===== src/rtl/complete_bus_arbiter.sv =====
// rtl/complete_bus_arbiter.sv - four FU result FIFOs arbitrated round-robin onto two complete buses
// Optional macro COMPLETE_BUS_ARB_BYPASS_EN: an empty FU's live input competes in the same cycle.
module complete_bus_arbiter #(
   parameter int TAG_W = 6,
   parameter int ROB_W = 5
) (
   input  logic                  CLK,
   input  logic                  RST,
   output logic                  DUT_error,
   input  logic [3:0]            fu_valid,
   output logic [3:0]            fu_ready,
   input  logic [3:0][TAG_W-1:0] fu_dest_phys_reg_tag,
   input  logic [3:0][31:0]      fu_data,
   input  logic [3:0][ROB_W-1:0] fu_rob_index,
   output logic                  complete_bus_0_valid,
   output logic [TAG_W-1:0]      complete_bus_0_dest_phys_reg_tag,
   output logic [31:0]           complete_bus_0_data,
   output logic [ROB_W-1:0]      complete_bus_0_rob_index,
   output logic                  complete_bus_1_valid,
   output logic [TAG_W-1:0]      complete_bus_1_dest_phys_reg_tag,
   output logic [31:0]           complete_bus_1_data,
   output logic [ROB_W-1:0]      complete_bus_1_rob_index
);

   logic [TAG_W-1:0] q_tag  [4][2];
   logic [31:0]      q_data [4][2];
   logic [ROB_W-1:0] q_rob  [4][2];
   logic [1:0]       cnt    [4];
   logic [3:0]       rd_ptr, wr_ptr;
   logic [1:0]       rr_ptr;

   logic [3:0]       empty, full, cand, grant, push, pop;
   logic [TAG_W-1:0] src_tag  [4];
   logic [31:0]      src_data [4];
   logic [ROB_W-1:0] src_rob  [4];
   logic             g0_vld, g1_vld;
   logic [1:0]       g0_idx, g1_idx;
   logic             next_DUT_error;

   assign fu_ready = ~full;

   // Arbitration source per FU: FIFO head, or the live input when bypass is enabled and the FIFO is empty.
   always_comb begin
      for (int i = 0; i < 4; i++) begin
         empty[i] = (cnt[i] == 2'd0);
         full[i]  = (cnt[i] == 2'd2);
`ifdef COMPLETE_BUS_ARB_BYPASS_EN
         if (empty[i]) begin
            src_tag[i]  = fu_dest_phys_reg_tag[i];
            src_data[i] = fu_data[i];
            src_rob[i]  = fu_rob_index[i];
            cand[i]     = fu_valid[i];
         end else begin
            src_tag[i]  = q_tag[i][rd_ptr[i]];
            src_data[i] = q_data[i][rd_ptr[i]];
            src_rob[i]  = q_rob[i][rd_ptr[i]];
            cand[i]     = 1'b1;
         end
`else
         src_tag[i]  = q_tag[i][rd_ptr[i]];
         src_data[i] = q_data[i][rd_ptr[i]];
         src_rob[i]  = q_rob[i][rd_ptr[i]];
         cand[i]     = ~empty[i];
`endif
      end
   end

   always_comb begin
      logic [1:0] idx;
      g0_vld = 1'b0;
      g1_vld = 1'b0;
      g0_idx = 2'd0;
      g1_idx = 2'd0;
      idx    = 2'd0;
      for (int k = 0; k < 4; k++) begin
         idx = rr_ptr + 2'(k);
         if (cand[idx]) begin
            if (!g0_vld) begin
               g0_vld = 1'b1;
               g0_idx = idx;
            end else if (!g1_vld) begin
               g1_vld = 1'b1;
               g1_idx = idx;
            end
         end
      end
   end

   // A bypass-granted FU (empty FIFO) consumes its input directly, so it is not also written.
   always_comb begin
      grant = '0;
      if (g0_vld) grant[g0_idx] = 1'b1;
      if (g1_vld) grant[g1_idx] = 1'b1;
      for (int i = 0; i < 4; i++) begin
         pop[i]  = grant[i] & ~empty[i];
         push[i] = fu_valid[i] & ~full[i] & ~(grant[i] & empty[i]);
      end
      next_DUT_error = (g0_vld && (src_tag[g0_idx] == '0)) ||
                       (g1_vld && ((src_tag[g1_idx] == '0) || (src_tag[g1_idx] == src_tag[g0_idx])));
   end

   always_ff @(posedge CLK or posedge RST) begin
      if (RST) begin
         rd_ptr <= '0;
         wr_ptr <= '0;
         for (int i = 0; i < 4; i++) begin
            cnt[i] <= 2'd0;
            for (int j = 0; j < 2; j++) begin
               q_tag[i][j]  <= '0;
               q_data[i][j] <= '0;
               q_rob[i][j]  <= '0;
            end
         end
      end else begin
         for (int i = 0; i < 4; i++) begin
            if (push[i]) begin
               q_tag[i][wr_ptr[i]]  <= fu_dest_phys_reg_tag[i];
               q_data[i][wr_ptr[i]] <= fu_data[i];
               q_rob[i][wr_ptr[i]]  <= fu_rob_index[i];
               wr_ptr[i]            <= ~wr_ptr[i];
            end
            if (pop[i]) rd_ptr[i] <= ~rd_ptr[i];
            if (push[i] && !pop[i]) cnt[i] <= cnt[i] + 2'd1;
            else if (!push[i] && pop[i]) cnt[i] <= cnt[i] - 2'd1;
         end
      end
   end

   always_ff @(posedge CLK or posedge RST) begin
      if (RST) begin
         rr_ptr                           <= 2'd0;
         DUT_error                        <= 1'b0;
         complete_bus_0_valid             <= 1'b0;
         complete_bus_0_dest_phys_reg_tag <= '0;
         complete_bus_0_data              <= '0;
         complete_bus_0_rob_index         <= '0;
         complete_bus_1_valid             <= 1'b0;
         complete_bus_1_dest_phys_reg_tag <= '0;
         complete_bus_1_data              <= '0;
         complete_bus_1_rob_index         <= '0;
      end else begin
         DUT_error            <= next_DUT_error;
         complete_bus_0_valid <= g0_vld;
         complete_bus_1_valid <= g1_vld;
         if (g0_vld) begin
            complete_bus_0_dest_phys_reg_tag <= src_tag[g0_idx];
            complete_bus_0_data              <= src_data[g0_idx];
            complete_bus_0_rob_index         <= src_rob[g0_idx];
         end
         if (g1_vld) begin
            complete_bus_1_dest_phys_reg_tag <= src_tag[g1_idx];
            complete_bus_1_data              <= src_data[g1_idx];
            complete_bus_1_rob_index         <= src_rob[g1_idx];
         end
         if (g1_vld) rr_ptr <= g1_idx + 2'd1;
         else if (g0_vld) rr_ptr <= g0_idx + 2'd1;
      end
   end

endmodule


===== config.mk =====
export PLATFORM = sky130hd
export DESIGN_NAME = complete_bus_arbiter
export DESIGN_NICKNAME = d
export VERILOG_FILES = /design/src/rtl/complete_bus_arbiter.sv
export SDC_FILE = /design/constraint.sdc
export NUM_CORES = 1
export LEC_CHECK = 0
export CAP_MARGIN = 20
export CORE_UTILIZATION = 35
export DETAILED_ROUTE_END_ITERATION = 8
export DONT_BUFFER_PORTS = 1
export PLACE_DENSITY_LB_ADDON = 0.12
export SLEW_MARGIN = 15
export SYNTH_ARGS = -nofsm -noshare
export SYNTH_HDL_FRONTEND = slang
export SYNTH_SLANG_ARGS = --single-unit

===== constraint.sdc =====
create_clock -name CLK -period 32 [get_ports CLK]
set_input_delay 8 -clock CLK [delete_from_list [all_inputs] [get_ports CLK]]
set_output_delay 8 -clock CLK [all_outputs]
set_load 0.005 [all_outputs]

; ---- Word level (Yosys, flattened, before mapping)
; Cells that the tools add are included.
[classes]
n_addsub = 13
magnitude_cmp = 22
n_eq_ne = 5
n_mux = 139
bitwise = 48
reduce_logical = 37
[op_table]
columns = op, n
row1 = 32-bit two-way mux, 20
row2 = 64-bit bitwise mux, 4
row3 = 32-bit binary-select mux with 2-bit select, 2
row4 = 32-bit demux with 1-bit select, 4
row5 = 6-bit two-way mux, 20
row6 = 5-bit two-way mux, 20
row7 = 2-bit two-way mux, 25
row8 = 12-bit bitwise mux, 4
row9 = 10-bit bitwise mux, 4
row10 = 6-bit binary-select mux with 2-bit select, 2
row11 = 6-bit demux with 1-bit select, 4
row12 = 5-bit binary-select mux with 2-bit select, 2
row13 = 5-bit demux with 1-bit select, 4
row14 = 1-bit NOT, 20
row15 = 2-bit by 3-bit less-than comparator with 1-bit output (second input constant), 6
row16 = 1-bit AND, 16
row17 = 2-bit >= comparator (second input constant), 8
row18 = 1-bit logical AND, 16
row19 = 1-bit two-way mux, 16
row20 = 1-bit NOT with 2-bit output, 8
row21 = 2-bit by 1-bit adder with 2-bit output (second input constant), 7
row22 = 6-bit logical NOT, 2
row23 = 2-bit nonzero test, 5
row24 = 1-bit binary-select mux with 2-bit select, 4
row25 = 15 further kinds, 41
[totals]
ff_bits = 451
out_inout_bits = 93
elab_cells = 310

; ---- Depth between registers and ports, before layout
[logic_depth]
ltp_word = 26
mapped_depth = 19
ltp_nobuf = 17

; ---- Least setup slack after synthesis
; Ideal clock, no wire load.
[synth_timing]
kind = input-to-reg
start = in fu_valid[1]
end = reg q_data[160] (netlist name)
setup_ns = 0.125
t_arrival_ns = 8.868
t_required_ns = 31.875
slack_ns = 23.007
stages = 6
n_path_buf = 3
cell_sequence = and2_1 buf_6 nand2b_4 buf_12 buf_12 mux2_4
[synth_between]
elab_chain_cells = 2
[synth_rtl]
columns = item, line_no
row1 = from (decl), 10  ; input logic [3:0] fu_valid,
row2 = 1-bit AND (2 in series), 96  ; push[i] = fu_valid[i] & ~full[i] & ~(grant[i] & empty[i]);
row3 = named net push[1], 32  ; logic [3:0] empty, full, cand, grant, push, pop;
row4 = "to (signal, indexed assignment)", 118  ; q_data[i][wr_ptr[i]] <= fu_data[i];
row5 = to (decl), 26  ; logic [31:0] q_data [4][2];
; The timed path passes the listed nets, and every way through them passes these cells.
; A chain may end at the register's enable or synchronous reset.

==> reports/results.ini <==
[status]
status = finished clean

[timing]
finalCriticalPeriod_ns = 9.64
post-route-period-util_pct = 30.1
layout_setup_ws_ns = 22.36
finalHoldViolations = 0
setup_violations = 0
fmax_ghz = 0.104
drv_slew = 0
slew_headroom_pct = 25.1
fin_skew_ns = 0.0153
finalSetupTns_ns = 0
rsz0062_at_grt = no
worstMarginPinSlew_ns = 1.12

[floorplan]
dieArea_um2 = 64900
std_cell_rows = 92
start_util_pct = 35.4
core_area_um2 = 63100
num_io_pins = 271
fp.dieW_um = 255
die_h_um = 255

[synthesis]
synth_ff_type = dfrtp_1
synth_seq_cells = 451
yosysSeqAreaShare_pct = 50.5
syn_nets = 2065
synth-edff-count = 0
yosysTopAreaCell = dfrtp_1
yosys_warnings = 0
synth.distinct_cells = 65
syn_inst = 1881
synth.avg_cell_area_um2 = 11.9
ys_top_cells_by_count = dfrtp_1 (451), mux2_2 (302), mux2i_1 (219)
netlist.area_leader.share_pct = 50.5
postSynth.asyncResetShare_pct = 100
synth_most_common_cell = dfrtp_1
synth.area.top_cells = dfrtp_1 (51%), mux2_2 (15%), mux2i_1 (9.8%)
syn-cell-area_um2 = 22300

[grt]
grt_max_degree = 144
grt_pass1_wl_um = 95700
gr-total-overflow = 0
antenna_found_initial = 4
grt_usage_pct = 19.9
grt_pass1_vias = 14800

[setup_path]
critPathKind = in2async
end_kind = asynchronous set/reset pin
start_kind = input pin
cp.arrival_ns = 10.10
critical_path.max_fanout = 113
required_ns = 32.47
reg2reg_depth = 15

[cts]
root_buffer = clkbuf_16
ctsLongestPathBuffers = 3
cts_resized = 0
htree_levels = 2
clkTransAtPathRegs_ns = 0.06
cts_inserted_buffers = 54
clock_sink_count = 451
cts_hold_buf = 0
cts_tree = done
postCtsSetupRepairBufs = 0
clk-insertion-delay-late_ns = 0.60

[cells_and_area]
drive_gt1_share_pct = 25.5
syn_to_final_growth_pct = 9.83
nFillCells = 6164
final_cell_area_um2 = 24500
final_nets = 2002

[placement]
place.gp.congestion = 0.762
preCtsSetupSlack_ns = 21.59
io_buffers = 0
placed_area_um2 = 22800
dp_hpwl_um = 40600

[routing]
final_antenna_net_count = 0
drt-initial-drc-count = 695
wl_per_cell_um = 23.6
route.met2.wl_um = 30300
wl_met3_um = 4770
met1_length_um = 27500
top_layer_used = met5
drcViolationCount = 0
wl_um = 63900
viasPerCell = 5.26
dr.pass1.iters = 5
num_vias = 14200

[job]
maxCapViolCount = 0

[min_path]
hold_depth = 2
hp-class = reg2reg

[sequential cells by signal (all words and copies together) (netlist names), 2 cells and up]
signal and cells:
rd_ptr 4, complete_bus_1_data 32, complete_bus_1_dest_phys_reg_tag 6, wr_ptr 4, rr_ptr 2, complete_bus_0_data 32, q_data 256, complete_bus_1_rob_index 5
q_rob 40, q_tag 48, cnt 8, complete_bus_0_rob_index 5, complete_bus_0_dest_phys_reg_tag 6
[placed cells by master, fill, tap and decap left out, types with 3 or more instances in the layout]
master and n:
a211oi_1 38, clkbuf_8 14, clkbuf_16 55, a21oi_1 132, clkbuf_1 12, nor3_1 78
dfrtp_1 447, mux2_4 40, clkinv_2 8, mux2i_1 219, o2111ai_1 3, nand2_1 109
xnor2_1 16, a22oi_1 3, o21ai_1 5, nand3_1 11, mux2_1 7, o2bb2ai_1 3
nand2b_1 3, o21ai_0 13, inv_1 6, nor2_4 4, dfrtp_4 4, and2_1 39
xor2_1 12, buf_4 17, and3_1 4, diode_2 5, or2_1 3, nor2b_1 37
nor2_1 120, a31oi_1 37, mux2_2 302, ha_1 6
[layer usage]
metal / vias to the layer above / global-route usage, %
met3: 84 / 6.21
met5: - / 0
met1: 7250 / 25.3
met4: 8 / 5.24
li1: 6563 / -
met2: 311 / 32.5
[area by class of cell]
type / instances / area (um2) / share of cell area, %
Clock buffer: 81 / 1610 / 6.58
Tap cell: 846 / 1060 / 4.31
Timing Repair Buffer: 20 / 195 / 0.795
Inverter: 9 / 42.5 / 0.173
Multi-Input combinational cell: 1282 / 10200 / 41.7
Sequential cell: 451 / 11300 / 46.0
Antenna cell: 5 / 12.5 / 0.0510
Clock inverter: 11 / 88.8 / 0.362
[worst paths after layout]
check | from | end | slack [ns]
worst max-delay path | RST | rd_ptr[1] | 22.36
worst min-delay path | wr_ptr[3] | wr_ptr[3] | 0.48
worst max register to register | rr_ptr[1] | q_tag[23] | 27.01
worst min register to register | wr_ptr[3] | wr_ptr[3] | 0.48
max in group CLK | cnt[2] | fu_ready[2] | 22.64
min in group asynchronous | RST | q_data[129] | 7.37
[logic make-up (layout without fill, tap and decap cells)]
| group | count (synthesis) | in the layout | synth area share (%) |
|---|---|---|---|
| flops | 451 | 451 | 50.5 |
| fa+ha+maj | 6 | 6 | 0.336 |
| xor+xnor | 28 | 28 | 1.10 |
| other cells | 0 | 5 | 0 |
| simple gates | 424 | 424 | 9.09 |
| mux | 568 | 568 | 28.1 |
| buf+inv | 148 | 121 | 3.92 |
| compound gates | 256 | 256 | 6.98 |
[critical path: stages]
cell	delay [ns]
inv_8	0.48
buf_4	0.63
buf_4	0.83
[per-stage QoR]
| step | cells | hold WS (ns) | util (%) |
|---|---|---|---|
| 4_1_cts | 2699 | 0.484 | 38.9 |
| 3_5_place_dp | 2607 | 0.469 | 36.2 |
| 5_1_grt | 2700 | 0.498 | 38.9 |
| 3_3_place_gp | 2606 | 0.459 | 36.1 |
| 6_report | 2705 | 0.478 | 38.9 |
| 2_1_floorplan | 1881 | 0.447 | - |
Power is not shown: default switching activity piles up to over one toggle a cycle in this logic, so the estimate is an artifact.
